[src/rtl/am2940.sv]
// ---------------------------------------------------------------------------
// am2940 -- DMA address generator (Am2940-style)
//
// Purpose:
//   Holds a 3-bit control register (CR), an address register/counter pair
//   (AR/AC) and a word-count register/counter pair (WR/WC). A 3-bit
//   instruction, sampled on every rising clk edge, loads, reinitializes or
//   steps the counters. Read instructions place CR, WC or AC on dataout
//   combinationally.
//
// Ports:
//   clk      in   1  rising-edge clock for all registers
//   rst_n    in   1  asynchronous active-low reset
//   instr    in   3  instruction code
//   datain   in   8  data bus input for loads
//   cina     in   1  active-low address counter count enable
//   cinw     in   1  active-low word counter count enable
//   address  out  8  current address counter value
//   dataout  out  8  read data (00 when no read instruction)
//   oedata   out  1  high when dataout carries read data
//   cona     out  1  active-low address counter carry-out
//   conw     out  1  active-low word counter carry-out
//   done     out  1  transfer-complete flag
//
// Configuration:
//   AM2940_ADDR_COMPARE_EN -- when defined, done is raised in word-hold mode
//   (CR[1:0] = 10) when AC equals WR; when undefined, done stays low in that
//   mode.
// ---------------------------------------------------------------------------
module am2940 (
    input  logic       clk,
    input  logic       rst_n,
    input  logic [2:0] instr,
    input  logic [7:0] datain,
    input  logic       cina,
    input  logic       cinw,
    output logic [7:0] address,
    output logic [7:0] dataout,
    output logic       oedata,
    output logic       cona,
    output logic       conw,
    output logic       done
);

    typedef enum logic [2:0] {
        WR_CR   = 3'b000,
        RD_CR   = 3'b001,
        RD_WC   = 3'b010,
        RD_AC   = 3'b011,
        REINIT  = 3'b100,
        LD_ADDR = 3'b101,
        LD_WORD = 3'b110,
        EN_CNT  = 3'b111
    } instr_t;

    // Word counter modes held in CR[1:0]
    localparam logic [1:0] WC_DEC     = 2'b00;
    localparam logic [1:0] WC_CLR_INC = 2'b01;
    localparam logic [1:0] WC_HOLD    = 2'b10;
    localparam logic [1:0] WC_INC     = 2'b11;

    logic [2:0] cr;
    logic [7:0] ar;
    logic [7:0] ac;
    logic [7:0] wr;
    logic [7:0] wc;
    instr_t     op;
    logic [1:0] wc_mode;
    logic       ac_down;

    assign op      = instr_t'(instr);
    assign wc_mode = cr[1:0];
    assign ac_down = cr[2];
    assign address = ac;

    // Register file and counters. In clear-and-increment mode the word
    // counter always restarts from zero on a load or reinitialize, so WR
    // then acts as the compare target for done rather than a start value.
    always_ff @(posedge clk or negedge rst_n) begin
        if (!rst_n) begin
            cr <= 3'b000;
            ar <= 8'h00;
            ac <= 8'h00;
            wr <= 8'h00;
            wc <= 8'h00;
        end else begin
            case (op)
                WR_CR: begin
                    cr <= datain[2:0];
                end
                REINIT: begin
                    ac <= ar;
                    wc <= (wc_mode == WC_CLR_INC) ? 8'h00 : wr;
                end
                LD_ADDR: begin
                    ar <= datain;
                    ac <= datain;
                end
                LD_WORD: begin
                    wr <= datain;
                    wc <= (wc_mode == WC_CLR_INC) ? 8'h00 : datain;
                end
                EN_CNT: begin
                    if (!cina) begin
                        ac <= ac_down ? (ac - 8'd1) : (ac + 8'd1);
                    end
                    if (!cinw) begin
                        case (wc_mode)
                            WC_DEC:     wc <= wc - 8'd1;
                            WC_CLR_INC: wc <= wc + 8'd1;
                            WC_INC:     wc <= wc + 8'd1;
                            default:    wc <= wc;
                        endcase
                    end
                end
                default: begin
                end
            endcase
        end
    end

    // Read port: combinational from the instruction currently presented
    always_comb begin
        dataout = 8'h00;
        oedata  = 1'b0;
        case (op)
            RD_CR: begin
                dataout = {5'b11111, cr};
                oedata  = 1'b1;
            end
            RD_WC: begin
                dataout = wc;
                oedata  = 1'b1;
            end
            RD_AC: begin
                dataout = ac;
                oedata  = 1'b1;
            end
            default: begin
            end
        endcase
    end

    // Carry-outs flag that the next enabled step will wrap the counter
    always_comb begin
        cona = 1'b1;
        if (!cina && (ac == (ac_down ? 8'h00 : 8'hFF))) begin
            cona = 1'b0;
        end
    end

    always_comb begin
        conw = 1'b1;
        if (!cinw) begin
            case (wc_mode)
                WC_DEC:     conw = (wc != 8'h00);
                WC_CLR_INC: conw = (wc != 8'hFF);
                WC_INC:     conw = (wc != 8'hFF);
                default:    conw = 1'b1;
            endcase
        end
    end

    // Transfer-complete detection, one rule per word counter mode
    always_comb begin
        done = 1'b0;
        case (wc_mode)
            WC_DEC:     done = (wc == 8'h01);
            WC_CLR_INC: done = (wc == wr);
            WC_INC:     done = (wc == 8'h00);
            default: begin
`ifdef AM2940_ADDR_COMPARE_EN
                done = (ac == wr);
`else
                done = 1'b0;
`endif
            end
        endcase
    end

endmodule

[config.mk]
export PLATFORM = sky130hd
export DESIGN_NAME = am2940
export DESIGN_NICKNAME = d
export VERILOG_FILES = /design/src/rtl/am2940.sv
export SDC_FILE = /design/constraint.sdc
export NUM_CORES = 1
export LEC_CHECK = 0
export ABC_CLOCK_PERIOD_IN_PS = 2700
export CORE_MARGIN = 2
export CORE_UTILIZATION = 52
export DETAILED_ROUTE_END_ITERATION = 6
export DONT_BUFFER_PORTS = 1
export HOLD_SLACK_MARGIN = 0.12
export PLACE_DENSITY = 0.78
export SLEW_MARGIN = 30
export SYNTH_ARGS = -nofsm -noshare
export SYNTH_HDL_FRONTEND = slang
export SYNTH_SLANG_ARGS = --single-unit
export TNS_END_PERCENT = 1
[constraint.sdc]
create_clock -name clk -period 2.7 [get_ports clk]
set_input_delay 0.27 -clock clk [delete_from_list [all_inputs] [get_ports clk]]
set_output_delay 0.27 -clock clk [all_outputs]
set_load 0.05 [all_outputs]
Word level (Yosys, flattened, before mapping)
Index checks and enable logic that the tools add are counted.
Storage, ports and cells
  flip-flop bits (word level): 35
  output and inout bits: 20
Cells by class
  add/sub/neg operators: 4
  equality and inequality tests: 16
  mux-type cells: 15
  reductions and logical operators: 12
Operators by type and width (number)
  $pmux 8 s3: 3
  $mux 8: 6
  $add 8x1->8 const B: 2
  $eq 8x8->1: 2
  $pmux 8 s2: 1
  $sub 8x1->8 const B: 2
  $eq 3x3->1 const B: 4
  $eq 8x1->1 const B: 1
  $logic_not 8->1: 1
  $ne 8x8->1 const B: 1
  $reduce_bool 8->1: 1
  $eq 3x2->1 const B: 2
  $reduce_bool 3->1: 2
  $ne 2x2->1 const B: 2
  $eq 3x1->1 const B: 1
  $logic_not 3->1: 1
  $mux 1: 3
  $ne 3x3->1 const B: 1
  $pmux 1 s3: 1
  $reduce_and 3->1: 1
  $reduce_or 3->1: 1
  $eq 2x1->1 const B: 1
  $eq 2x2->1 const B: 1
  $logic_not 2->1: 1
  other kinds (5): 5

Longest topological paths before layout
Gate-level depths: netlist of the first run.
  depth in word-level cells: 5
  gate-level depth with buffers: 7
  mapped depth without buffers: 7

Worst setup path after synthesis of the first run
Ideal clock, no wire load.
  path kind: reg2out
  from: register ac[5] (netlist: address[5])
  to: output cona
  arrival: 1.881 ns
  data required time: 2.430 ns
  setup slack: 0.549 ns
  stages on the path, launching flop included: 4
  buffers on the path: 0
  cells stage by stage: dfrtp_1 > ha_1 > nand4_1 > or4_1
On the way
  word-level cells in the longest chain between the ends: 3
Ends and longest elaborated chain
  from (decl): RTL line 64  | logic [7:0] ac;
  from (signal assigned): RTL line 92  | ac <= ar;
  from (signal assigned): RTL line 97  | ac <= datain;
  from (signal assigned): RTL line 105  | ac <= ac_down ? (ac - 8'd1) : (ac + 8'd1);
  $eq 8x8->1: RTL line 147  | if (!cina && (ac == (ac_down ? 8'h00 : 8'hFF))) begin
  $logic_and 1x1->1: RTL line 147
  $mux 1: RTL line 147
  to (decl): RTL line 40  | output logic cona,
No other way between the ends.

Worst setup path after layout of the first run
  from: register cr[2]
  to: output cona
On the way
  word-level cells in the longest chain between the ends: 4
Ends and longest elaborated chain
  from (decl): RTL line 62  | logic [2:0] cr;
  from (signal assigned): RTL line 89  | cr <= datain[2:0];
  $mux 8: RTL line 147
  $eq 8x8->1: RTL line 147
  $logic_and 1x1->1: RTL line 147
  $mux 1: RTL line 147
No other way between the ends.

==> results of run 1 <==
==> synthesized netlist by cell type (3+ instances only) <==
master and count:
ha_1 10, clkbuf_1 3, a21bo_2 3, a21oi_1 13, a22oi_1 11, xor2_1 8, buf_4 3, a211oi_1 4
buf_6 7, nand2_1 21, nor4_1 4, nand3_1 11, o21ai_0 15, a21o_1 4, nor3_1 8, dfrtp_1 35
inv_1 9, a22o_1 5, nor2_1 25, o21a_1 3, and3_1 4, a31oi_1 4, o31ai_1 3, o32ai_1 4
nand4_1 3, mux2_2 16
==> placed cells by master, fill, tap and decap left out, drive strengths merged, types with 10 or more instances in the layout <==
master  count
a21oi      13
buf        17
nand2      22
nor2       27
nand3      11
a22oi      11
mux2       16
ha         10
inv        10
dfrtp      35
o21ai      18
==> routing by layer <==
metal  part of all wire, %  global-route usage, %
met1                    43                   36.5
met2                    46                   37.7
met3                   8.5                   7.18
met4                   2.1                   10.7
met5                     0                      0
==> flip-flops by register name, indices dropped and copies added (netlist names) <==
register,cells
wc,8
wr,8
address,8
ar,8
cr,3
==> per-stage QoR <==
stage	utilization, %	std cells	hold slack (ns)
4_1_cts	58.9	359	0.120
2_1_floorplan	-	279	-0.0256
3_3_place_gp	55.7	347	-0.0248
3_5_place_dp	55.7	347	-0.0252
5_1_grt	59.4	361	0.122
6_report	59.4	361	0.129
==> power groups by stage <==
stage	clock network, mW	logic [mW]	registers [mW]
after floorplan	0	0.629	0.830
after global placement	0	0.789	0.803
after detailed placement	0	0.802	0.810
after CTS	0.445	0.830	0.799
after global routing	0.468	0.922	0.821
final	0.440	0.840	0.802
==> how the worst max path moves through the flow <==
stage               cells after the start  slack [ns]          to
detailed placement                      7        0.51  address[4]
CTS                                     3        0.27        cona
global route                            5        0.14        done
floorplan                               3        0.55        cona
global placement                        7        0.53  address[4]
finish                                  3        0.25        cona
==> logic make-up (layout without fill, tap and decap cells) <==
kind of cell | Yosys count | in the layout
and+or+nand+nor | 94 | 94
AOI/OAI and AO/OA | 87 | 87
DFF | 35 | 35
buffers and inverters | 25 | 40
muxes | 17 | 17
adders and majority gates | 11 | 11
xor gates and xnor gates | 10 | 10
==> worst max-delay path, stage by stage (launching register included) <==
cell and delay [ns]:
dfrtp_1 0.51, ha_1 0.44, nand4_1 0.15, or4_1 0.79
==> cell type report <==
class / instances / share of cell area [%]
clock buffer: 7 / 3.41
clock inverter: 1 / 0.266
inverter: 10 / 1.33
multi-input combinational: 219 / 54.3
sequential: 35 / 31.0
tap: 67 / 2.97
timing repair buffer: 22 / 6.74
==> impl_metrics.py, run 1 <==
metrics = {
    "status": {
        "status": "finished, final reports clean",
    },
    "worst_hold_path": {
        "min_to": "cr[1]",
        "hold_start": "datain[1]",
        "hold_class": "in2reg",
        "hold_depth": 1,
    },
    "routing": {
        "via_per_inst": 6.34,
        "drtPass1Iterations": 6,
        "ant_nets": 0,
        "drc": 0,
        "vias": 2287,
        "drt_iter0_markers": 261,
        "wl_per_cell_um": 18.0,
        "drt-total-wl_mm": 6.49,
    },
    "floorplanning": {
        "start_util_pct": 54.0,
        "coreArea_mm2": 0.00475,
        "die_area_mm2": 0.00552,
        "io_pins": 35,
        "die_h_um": 74.3,
        "row_count": 25,
        "die_w_um": 74.3,
    },
    "cts": {
        "cts_sinks": 35,
        "cts.clk_slew.worst_paths_ns": 0.09,
        "cts_buffers": 5,
        "clock_latency_ns": 0.30,
        "cts_resized": 0,
        "htreeDepth": 2,
        "cts.path.max_buffers": 2,
        "cts_tree": "yes",
        "cts-hold-fix-buffers": 4,
        "clock-root-buffer": "clkbuf_8",
        "post_cts.repair.setup_buffers": 0,
    },
    "grt": {
        "grt_use_total_pct": 25.9,
        "grt_overflow": 0,
        "grt_max_degree": 36,
        "antenna_found_initial": 0,
        "grt_pass1_vias": 2026,
        "grt_pass1_wl_mm": 10.6,
    },
    "place": {
        "port_buffers": 0,
        "dp_hpwl_mm": 4.63,
        "gp_congestion": 0.865,
        "pre_cts_ws_ns": 0.515,
        "postPlaceCellArea_mm2": 0.00265,
    },
    "yosys": {
        "async_reset_ff_share_pct": 100,
        "yosys.area_share.simple_pct": 18.4,
        "yosys-mux-area-fraction_pct": 7.41,
        "synth_edf_count": 0,
        "yosys.area.top_type_share_pct": 34.1,
        "synth_area_leaders": "dfrtp_1 (34%), mux2_2 (7.0%), ha_1 (4.9%)",
        "ys_ff_latch": 35,
        "synth_area_per_cell_um2": 9.20,
        "yosys.area.top_type": "dfrtp_1",
        "yosys_warnings": 0,
        "ys_seq_area_share_pct": 34.1,
        "synthFlopType": "dfrtp_1",
        "synth_top_family_by_area": "compound AO/OA/AOI/OAI gates",
        "synth_compound_area_share_pct": 24.8,
        "synthAdderAreaFrac_pct": 5.65,
        "synth_xor_area_share_pct": 3.41,
        "synth_nets": 305,
        "syn_inst": 279,
        "synth_area_mm2": 0.00257,
        "yosysUniqueCellTypes": 58,
    },
    "power_and_ir_drop": {
        "combPwrFrac_pct": 40.3,
        "p_total_mw": 2.08,
        "p_switching_mw": 0.871,
        "ir_drop_mv": 0.422,
        "p_seq_share_pct": 38.5,
        "power_density_mw_per_mm2": 738,
        "intPower_mw": 1.21,
        "total_leakage_power_nw": 1.18,
        "swShare_pct": 41.9,
        "power_frac_clock_pct": 21.1,
    },
    "finish": {
        "nets": 319,
        "layout-drive-gt1-share_pct": 20.1,
        "nFillCells": 431,
        "multi_input_area_mm2": 0.00153,
        "syn2layout_area_growth_pct": 9.94,
        "regArea_um2": 876,
        "final_cell_area_mm2": 0.00282,
        "antenna_cells": 0,
    },
    "timing": {
        "fin_crit_sh_pct": 90.7,
        "relSlewSlack_pct": 39.2,
        "max_slew.worst_pin.slew_ns": 0.909,
        "timing.final.crit_period_ns": 2.45,
        "finalHoldViolations": 0,
        "rsz0062_at_grt": "false",
        "setup_violations": 0,
        "finClkSkew_ns": 0.0138,
        "tns_ns": 0,
        "max_freq_mhz": 409,
        "drv_slew": 0,
        "finalWorstSetupSlack_ns": 0.252,
    },
    "worst_setup_path": {
        "r2r-end": "address[4]",
        "worstSetupStartpoint": "cr[2]",
        "r2r-start": "address[1]",
        "crit_fanout": 10,
        "r2r_cells": 7,
        "cp-end-kind": "primary output",
        "crit_type": "reg2out",
        "reg2reg_slack_ns": 0.50,
        "cp.required_ns": 2.43,
        "cp.arrival_ns": 2.18,
        "cp-start-kind": "flop",
    },
    "job": {
        "drv_cap": 0,
    },
}
No activity file was read; power rests on OpenSTA's default activity.
==> inputs of run 2 (changes only) <==
--- a/config.mk
+++ b/config.mk
@@ -5,7 +5,7 @@
 export SDC_FILE = /design/constraint.sdc
 export NUM_CORES = 1
 export LEC_CHECK = 0
-export ABC_CLOCK_PERIOD_IN_PS = 2700
+export ABC_CLOCK_PERIOD_IN_PS = 3100
 export CORE_MARGIN = 2
 export CORE_UTILIZATION = 52
 export DETAILED_ROUTE_END_ITERATION = 6
==> constraint.sdc (replaced) <==
create_clock -name clk -period 3.1 [get_ports clk]
set_input_delay 0.31 -clock clk [delete_from_list [all_inputs] [get_ports clk]]
set_output_delay 0.31 -clock clk [all_outputs]
set_load 0.05 [all_outputs]
==> impl_metrics.py, run 2 (synthesized netlist as in run 1, its figures left out) <==
metrics = {
    "grt": {
        "grt_overflow": 0,
        "grt_use_total_pct": 25.5,
        "grt_pass1_wl_mm": 10.5,
        "antenna_found_initial": 0,
        "grt_pass1_vias": 2004,
        "grt_max_degree": 36,
    },
    "floorplanning": {
        "start_util_pct": 54.0,
        "row_count": 25,
        "coreArea_mm2": 0.00475,
        "io_pins": 35,
        "die_area_mm2": 0.00552,
        "die_w_um": 74.3,
        "die_h_um": 74.3,
    },
    "finish": {
        "layout-drive-gt1-share_pct": 18.1,
        "antenna_cells": 0,
        "layout_common_cells": "dfrtp_1 (35), nor2_1 (25), nand2_1 (21), mux2_2 (16), o21ai_0 (15)",
        "nets": 309,
        "final_common_cell": "dfrtp_1",
        "final_cell_area_mm2": 0.00271,
        "utilization_pct": 57.0,
        "syn2layout_area_growth_pct": 5.56,
    },
    "cts": {
        "cts_sinks": 35,
        "cts.path.max_buffers": 2,
        "clock_latency_ns": 0.29,
        "cts_tree": "yes",
        "post_cts.repair.setup_buffers": 0,
        "cts-hold-fix-buffers": 2,
        "cts_resized": 0,
        "cts_buffers": 5,
        "clock-root-buffer": "clkbuf_8",
        "htreeDepth": 2,
        "cts.clk_slew.worst_paths_ns": 0.07,
    },
    "timing": {
        "drv_slew": 0,
        "finalHoldViolations": 0,
        "max_freq_mhz": 380,
        "tns_ns": 0,
        "rsz0062_at_grt": "false",
        "finClkSkew_ns": 0.00898,
        "relSlewSlack_pct": 37.7,
        "fin_crit_sh_pct": 84.9,
        "timing.final.crit_period_ns": 2.63,
        "max_slew.worst_pin.slew_ns": 0.931,
        "setup_violations": 0,
    },
    "worst_setup_path": {
        "crit_family": "simple AND/OR/NAND/NOR gates",
        "cp.required_ns": 2.79,
        "r2r-start": "address[0]",
        "cp.arrival_ns": 2.32,
        "r2r_cells": 7,
        "r2r-end": "address[6]",
        "cp-end-kind": "primary output",
        "crit_chain": "ha_1 -> nand4_1 -> or4_1",
        "cpPeakStageDelay_ns": 0.79,
        "crit_type": "reg2out",
        "crit_fanout": 7,
        "worstSetupStartpoint": "address[5]",
        "reg2reg_slack_ns": 0.88,
        "crit_buf_inv": 0,
        "crit_slowest_cell": "or4_1",
        "cp-start-kind": "flop",
    },
    "worst_hold_path": {
        "hold_start": "datain[2]",
        "hold_depth": 2,
        "min_to": "cr[2]",
        "hold_class": "in2reg",
    },
    "place": {
        "gp_congestion": 0.911,
        "dp_hpwl_mm": 4.64,
        "postPlaceCellArea_mm2": 0.00260,
        "port_buffers": 0,
    },
    "routing": {
        "wl_per_cell_um": 18.6,
        "ant_nets": 0,
        "drc": 0,
        "vias": 2225,
        "drt_iter0_markers": 201,
        "drtPass1Iterations": 7,
        "drt-total-wl_mm": 6.51,
        "via_per_inst": 6.38,
    },
    "job": {
        "drv_cap": 0,
    },
    "power_and_ir_drop": {
        "power_density_mw_per_mm2": 632,
        "ir_drop_mv": 0.345,
        "total_leakage_power_nw": 1.13,
    },
    "status": {
        "status": "finished, final reports clean",
    },
}
==> run 2: cell count changes in the layout (fill, tap and decap cells not counted) <==
cell,change
dlygate4sd3_1,-4
buf_4,-6
clkbuf_8,-2
==> run 2: through the flow <==
step / setup slack, ns / power, mW / instances / hold slack (ns)
final: 0.469 / 1.71 / 349 / 0.142
after global routing: 0.365 / 1.82 / 349 / 0.133
after CTS: 0.468 / 1.71 / 349 / 0.136
after detailed placement: 0.794 / 1.38 / 341 / 0.0153
after global placement: 0.812 / 1.36 / 341 / 0.0154
after floorplan: 0.887 / 1.27 / 279 / 0.0144
==> run 2: where the power goes <==
group | switching (mW) | internal (mW)
clock | 0.163 | 0.149
combinational | 0.332 | 0.273
sequential | 0.246 | 0.548
total | 0.741 | 0.971
==> run 2: layout make-up <==
| cell class | instances | area, um2 |
|---|---|---|
| clock inverter | 1 | 7.51 |
| sequential | 35 | 876 |
| timing repair buffer | 12 | 105 |
| fill | 442 | 2040 |
| multi-input combinational | 219 | 1530 |
| clock buffer | 5 | 68.8 |
| inverter | 10 | 37.5 |
| tap | 67 | 83.8 |
==> run 2: how the worst max path moves through the flow <==
stage | endpoint | slack [ns] | depth (start not counted)
2_1_floorplan | dataout[3] | 0.89 | 4
3_3_place_gp | cona | 0.81 | 3
3_5_place_dp | cona | 0.79 | 3
4_1_cts | cona | 0.47 | 3
5_1_grt | cona | 0.36 | 3
6_report | cona | 0.47 | 3
==> run 2: layer usage <==
metal  routed length [um]  share of wire, %  vias up  GRT usage, %
li1                     -                 -     1043             -
met1                 2870                44     1062          37.4
met2                 2930                45      113          38.1
met3                  635               9.8        7          6.37
met4                   68               1.0        0          5.95
met5                    0                 0        -             0
==> run 2: worst register-to-register path: cells and delay by family, from the launching register on <==
family / cells / cell delay (ns)
AOI/OAI and AO/OA: 3 / 0.54
adders and majority gates: 1 / 0.49
buffers and inverters: 1 / 0.14
DFF: 1 / 0.76
and+or+nand+nor: 2 / 0.21
